<file path="src/rtl/global_config_pkg.sv">
// Shared enums for the ICache request arbiter.
package global_config_pkg;

  typedef enum logic [1:0] {ARB_IDLE, ARB_WAIT_RSP, ARB_DRAIN} icache_arb_state_e;
  typedef enum logic {OWN_DMD, OWN_PF} icache_arb_owner_e;

endpackage

</file>
<file path="src/rtl/icache_req_arbiter.sv">
// Shares the blocking ICache request port between demand fetch and prefetch.
// The arbiter tracks the single outstanding request, merges demand into a same-line prefetch, and drains the response on flush.
module icache_req_arbiter
  import global_config_pkg::*;
#(
  parameter int VLEN       = 32,
  parameter int FETCH_W    = 128,
  parameter int LINE_BYTES = 64
) (
  input  logic               clk,
  input  logic               rst,
  input  logic               flush_i,
  input  logic               dmd_req_valid_i,
  output logic               dmd_req_ready_o,
  input  logic [VLEN-1:0]    dmd_req_addr_i,
  input  logic               pf_req_valid_i,
  output logic               pf_req_ready_o,
  input  logic [VLEN-1:0]    pf_req_addr_i,
  output logic               ic_req_valid_o,
  input  logic               ic_req_ready_i,
  output logic [VLEN-1:0]    ic_req_addr_o,
  input  logic               ic_rsp_valid_i,
  input  logic [FETCH_W-1:0] ic_rsp_data_i,
  output logic               dmd_rsp_valid_o,
  output logic [VLEN-1:0]    dmd_rsp_addr_o,
  output logic [FETCH_W-1:0] dmd_rsp_data_o,
  output logic               pf_rsp_valid_o,
  output logic               busy_o
);

  localparam int OFF   = $clog2(LINE_BYTES);
  localparam int TAG_W = VLEN - OFF;

  function automatic logic same_line(input logic [VLEN-1:0] a, input logic [VLEN-1:0] b);
    return a[VLEN-1:OFF] == b[VLEN-1:OFF];
  endfunction

  icache_arb_state_e state_q, state_d;
  icache_arb_owner_e owner_q, owner_d;
  logic [VLEN-1:0]   addr_q, addr_d;
  logic              merged_q, merged_d;
  logic [VLEN-1:0]   mrg_addr_q, mrg_addr_d;
  logic [TAG_W-1:0]  last_line_q, last_line_d;
  logic              last_vld_q, last_vld_d;
  logic              pf_drop;

  assign busy_o         = (state_q != ARB_IDLE);
  assign dmd_rsp_data_o = ic_rsp_data_i;
  assign ic_req_addr_o  = dmd_req_valid_i ? dmd_req_addr_i : pf_req_addr_i;
  // Prefetch of the line the last demand just brought in is useless; accept and discard it.
  assign pf_drop = !dmd_req_valid_i && pf_req_valid_i && last_vld_q &&
                   (pf_req_addr_i[VLEN-1:OFF] == last_line_q);

  always_comb begin
    state_d         = state_q;
    owner_d         = owner_q;
    addr_d          = addr_q;
    merged_d        = merged_q;
    mrg_addr_d      = mrg_addr_q;
    last_line_d     = last_line_q;
    last_vld_d      = last_vld_q;
    dmd_req_ready_o = 1'b0;
    pf_req_ready_o  = 1'b0;
    ic_req_valid_o  = 1'b0;
    dmd_rsp_valid_o = 1'b0;
    pf_rsp_valid_o  = 1'b0;
    dmd_rsp_addr_o  = addr_q;

    case (state_q)
      ARB_IDLE: begin
        if (!flush_i) begin
          if (dmd_req_valid_i) begin
            ic_req_valid_o  = 1'b1;
            dmd_req_ready_o = ic_req_ready_i;
            owner_d         = OWN_DMD;
          end else if (pf_drop) begin
            pf_req_ready_o = 1'b1;
          end else if (pf_req_valid_i) begin
            ic_req_valid_o = 1'b1;
            pf_req_ready_o = ic_req_ready_i;
            owner_d        = OWN_PF;
          end
          if (ic_req_valid_o && ic_req_ready_i) begin
            state_d  = ARB_WAIT_RSP;
            addr_d   = ic_req_addr_o;
            merged_d = 1'b0;
          end
        end
      end
      ARB_WAIT_RSP: begin
        if (flush_i) begin
          state_d = ic_rsp_valid_i ? ARB_IDLE : ARB_DRAIN;
        end else if (ic_rsp_valid_i) begin
          state_d = ARB_IDLE;
          if (owner_q == OWN_DMD) begin
            dmd_rsp_valid_o = 1'b1;
            last_line_d     = addr_q[VLEN-1:OFF];
            last_vld_d      = 1'b1;
          end else begin
            pf_rsp_valid_o = 1'b1;
            if (merged_q) begin
              dmd_rsp_valid_o = 1'b1;
              dmd_rsp_addr_o  = mrg_addr_q;
            end
          end
        end else if (owner_q == OWN_PF && !merged_q && dmd_req_valid_i &&
                     same_line(dmd_req_addr_i, addr_q)) begin
          dmd_req_ready_o = 1'b1;
          merged_d        = 1'b1;
          mrg_addr_d      = dmd_req_addr_i;
        end
      end
      ARB_DRAIN: begin
        if (!flush_i && ic_rsp_valid_i) state_d = ARB_IDLE;
      end
      default: state_d = ARB_IDLE;
    endcase

    if (flush_i) begin
      merged_d   = 1'b0;
      last_vld_d = 1'b0;
    end
  end

  always_ff @(posedge clk) begin
    if (rst) begin
      state_q     <= ARB_IDLE;
      owner_q     <= OWN_DMD;
      addr_q      <= '0;
      merged_q    <= 1'b0;
      mrg_addr_q  <= '0;
      last_line_q <= '0;
      last_vld_q  <= 1'b0;
    end else begin
      state_q     <= state_d;
      owner_q     <= owner_d;
      addr_q      <= addr_d;
      merged_q    <= merged_d;
      mrg_addr_q  <= mrg_addr_d;
      last_line_q <= last_line_d;
      last_vld_q  <= last_vld_d;
    end
  end

endmodule

</file>
<file path="config.mk">
export PLATFORM = sky130hd
export DESIGN_NAME = icache_req_arbiter
export DESIGN_NICKNAME = d
export VERILOG_FILES = /design/src/rtl/global_config_pkg.sv /design/src/rtl/icache_req_arbiter.sv
export SDC_FILE = /design/constraint.sdc
export NUM_CORES = 1
export LEC_CHECK = 0
export ABC_AREA = 1
export BUFFER_PORTS_ARGS = -buffer_cell sky130_fd_sc_hd__buf_2
export CORE_AREA = 2 2 156 158
export DETAILED_ROUTE_END_ITERATION = 10
export DIE_AREA = 0 0 158 160
export PLACE_DENSITY_LB_ADDON = 0.12
export SKIP_CTS_REPAIR_TIMING = 1
export SLEW_MARGIN = 20
export SYNTH_ARGS = -nofsm -noshare
export SYNTH_HDL_FRONTEND = slang
export SYNTH_SLANG_ARGS = --single-unit
export TNS_END_PERCENT = 10
</file>
<file path="constraint.sdc">
create_clock -name clk -period 1.98 [get_ports clk]
set_input_delay 0.396 -clock clk [delete_from_list [all_inputs] [get_ports clk]]
set_output_delay 0.396 -clock clk [all_outputs]
set_load 0.05 [all_outputs]
</file>
* Word-level counts from Yosys, hierarchy flattened
Index checks and enable logic that the tools add are counted. W data, S select, Z words.
Storage, ports and cells: register bits after elaboration 95, bits in latches 0, bits in writable memories 0, memory bits (read-only) 0, bits of input ports 199, output and inout bits 198, memories 0
Cells by class: add/sub/neg operators 0, multiply operators 0, divide/modulo/power cells 0, $lt $le $gt $ge 0, eq/ne operators 11, shift-type cells 0, multiplexer cells 47, bitwise operators 3, reductions and logical operators 23
Operator list (number):
- $mux W32 | 6
- $eq A26 B26 Y1 | 2
- $mux W1 | 32
- $reduce_and A4 Y1 | 5
- $mux W2 | 6
- $ne A2 B2 Y1 const B | 6
- $logic_and A1 B1 Y1 | 8
- $pmux W2 S3 | 1
- $reduce_and A3 Y1 | 2
- $reduce_bool A2 Y1 | 3
- $pmux W1 S2 | 2
- $logic_not A1 Y1 | 3
- $ne A3 B3 Y1 const B | 1
- $not A1 Y1 | 3
- $eq A2 B1 Y1 const B | 1
- $eq A2 B2 Y1 const B | 1
- $logic_not A2 Y1 | 1
- $reduce_or A2 Y1 | 1

* Logic depth before layout (Yosys ltp)
depth in word-level cells 12, depth in mapped cells 14, gate-level depth less buffers 14

* Worst setup path before layout
Ideal clock, no wire load.
kind input -> output, start point input port flush_i, end point output port dmd_rsp_addr_o[12], arrival 3109 ps, data required time 1584 ps, path slack -1525 ps, cell stages on the path 6, cell sequence nor3_2 > nand2_1 > nor2_1 > nand2_1 > clkbuf_1 > o21ai_0
Between the ends: cells in the longest elaborated chain, start to end 2
RTL lines:
- start, declared | RTL line icache_req_arbiter.sv:12 | input logic flush_i,
- $mux W32 | RTL line icache_req_arbiter.sv:91 | if (flush_i) begin
- $mux W32 | RTL line icache_req_arbiter.sv:69 | case (state_q)
- end, declared | RTL line icache_req_arbiter.sv:25 | output logic [VLEN-1:0] dmd_rsp_addr_o,
Every way passes these cells.

* Worst setup path in the final report
start point register state_q[1], end point output port dmd_rsp_addr_o[4]
Between the ends: cells in the longest elaborated chain, start to end 2
RTL lines:
- start, declared | RTL line icache_req_arbiter.sv:38 | icache_arb_state_e state_q, state_d;
- start signal, assigned | RTL line icache_req_arbiter.sv:135 | state_q <= state_d;
- $eq A2 B1 Y1 | RTL line icache_req_arbiter.sv:69
- $mux W32 | RTL line icache_req_arbiter.sv:69
Every way passes these cells.

==> flow_summary.ini <==
[power]
intPower_w = 0.00344
pwr-share-clk = 0.354
p_seq_frac = 0.390
p_leak_nw = 3.55
ir_drop_mv = 0.331
cellPowerDensity_nw_per_um2 = 650
switching_share = 0.332
switching_power_w = 0.00171
p_comb_frac = 0.256

[clock_tree]
htreeDepth = 3
clk_pin_slew_ps = 80
cts_root_buf = clkbuf_16
clock_latency_ps = 360
cts_tree = yes
clockBufferDepth = 2
cts_sinks = 95
cts_buffers = 9

[global_routing]
grt_max_degree = 50
overflow = 0
grt_pass1_vias = 5349
grt_use_total = 0.149
antenna_found_initial = 2
grt_pass1_wl_um = 28900

[hold_path]
hp-class = input port to flip-flop

[cells_and_area]
layout_common_cells = inv_1, nand2_1, buf_2
final_nets = 1206
fillers = 2701
final_common_cell = inv_1
layoutNonFillerInstCount = 1336
diodes = 0
area_delta_synth_final_pct = 30.7
drive_gt1_frac = 0.368

[floorplanning]
io_pins = 397
die_y_um = 160
coreArea_um2 = 23800
initial_core_util = 0.254
die_w_um = 158
die_area_um2 = 25300
rows = 57

[timing]
timing.final.hold_violations = 0
setup_viol = 35
fmax_ghz = 0.439
finalMaxSlewViolations = 0
skew_ps = 7.86
whs_ps = 317
period_share = 1.15
slew_headroom = 0.733
worst_pin_slew_ps = 400
worst_slack_ps = -299
rsz0062_at_grt = yes
min_period_ps = 2280

[drt]
ant_nets = 0
wire_per_inst_um = 14.0
drc = 0
drt-total-wl_um = 18700
num_vias = 5562
dr.pass1.iters = 4
vias_per_cell = 4.16
drt_iter0_drc = 198

[synth]
synthTopCellsByArea = dfxtp_1, buf_4, nand2_1
yosysWarnings = 0
synthCells = 921
yosysTopAreaCellShare = 0.314
synth_seq_area_share = 0.314
synth_area_leader_cell = dfxtp_1
ys_types = 25
ys_seq_elements = 95
syn_area_per_cell_um2 = 6.57
syn_nets = 1120
syn_area_um2 = 6050

[critical_path]
required_ps = 1580
critPathMaxFanout = 28
cpMaxStageDelayCell = dfxtp_2
criticalPathCategory = flip-flop to primary output
critPathArrivalTime_ps = 1880
end_kind = primary output
crit_path_cell_trace = nor3_4, nand2_2, nor2_4, nand2_4, buf_12, o21ai_4, buf_2
critPathLaunchType = flip-flop
slowest_delay_ps = 360

[outcome]
violations = setup timing
status = complete, but fails checks

[placed_design]
hpwlAfterDp_um = 14200
place_inst = 1313
port-buffer-count = 140
gp_congestion = 0.760

[job]
max_cap_violations = 0
==> worst max-delay path, delay by kind of cell, from the launching register on <==
family,cells,cell delay [ps]
flops,1,360
compound gates,1,140
simple gates,4,560
buf+inv,2,470
==> flip-flops by register name, summed over array words and instances (netlist names) <==
register / flops
addr_q: 32
last_line_q: 26
last_vld_q: 1
merged_q: 1
mrg_addr_q: 32
owner_q: 1
state_q: 2
==> stage by stage <==
stage	instance area, µm²	worst slack (ps)	utilization	TNS (ps)	total power, W
after global routing	7910	-407	0.332	-12500	0.00541
after global placement	7220	-275	0.303	-11220	0.00331
after detailed placement	7220	-295	0.303	-11690	0.00330
after CTS	7510	-466	0.315	-13350	0.00516
after floorplan	6490	-128	-	-3470	0.00351
final	7910	-299	0.332	-8450	0.00514
==> Yosys cell counts <==
cell type / instances
xor2_1: 1
buf_2: 8
mux2i_1: 11
buf_4: 129
inv_2: 3
nor3_2: 1
nand3_1: 9
xnor2_1: 14
nor2_2: 1
nand4_1: 6
o22ai_1: 4
nand3_2: 1
o21ai_1: 27
inv_1: 159
or2_2: 2
or2_1: 1
nor2_1: 30
buf_6: 7
o211ai_1: 1
nand2_1: 178
clkbuf_1: 22
o21ai_0: 113
a21oi_1: 97
dfxtp_1: 95
clkinv_1: 1
==> path summary, 6_finish.rpt <==
path / start / end / slack, ps / cells past startpoint
worst max-delay path: state_q[1] / dmd_rsp_addr_o[4] / -300 / 7
worst min-delay path: dmd_req_addr_i[1] / mrg_addr_q[1] / 320 / 3
worst max register to register: owner_q / mrg_addr_q[10] / 90 / 12
worst min register to register: addr_q[4] / addr_q[4] / 470 / 2
==> cell type report <==
type,count,area [µm²],share of cell area
inverter,163,612,0.0774
multi-input combinational,497,2940,0.372
timing repair buffer,241,1730,0.218
sequential,95,1920,0.243
clock buffer,9,225,0.0285
clock inverter,7,71.3,0.00902
tap,324,405,0.0513
==> power groups by stage <==
stage	Sequential, W	Combinational (W)	Clock, W
floorplan	0.00204	0.00147	0
global placement	0.00205	0.00126	0
detailed placement	0.00205	0.00126	0
CTS	0.00200	0.00126	0.00189
global route	0.00202	0.00143	0.00196
finish	0.00201	0.00132	0.00182
==> routing by layer <==
layer | GRT usage | wire length (µm)
met1 | 0.200 | 8810
met2 | 0.229 | 8300
met3 | 0.0355 | 1100
met4 | 0.0586 | 420
met5 | 0 | 27
==> cells by family (layout without fill, tap and decap cells) <==
logic type,after synthesis,in the layout,share of synthesized area
AND/OR/NAND/NOR,229,229,0.150
AO/OA/AOI/OAI,242,242,0.201
XOR/XNOR,15,15,0.0217
flip-flops,95,95,0.314
multiplexers,11,11,0.0182
buffers and inverters,329,420,0.294
Power figures use the tool's default switching activity.
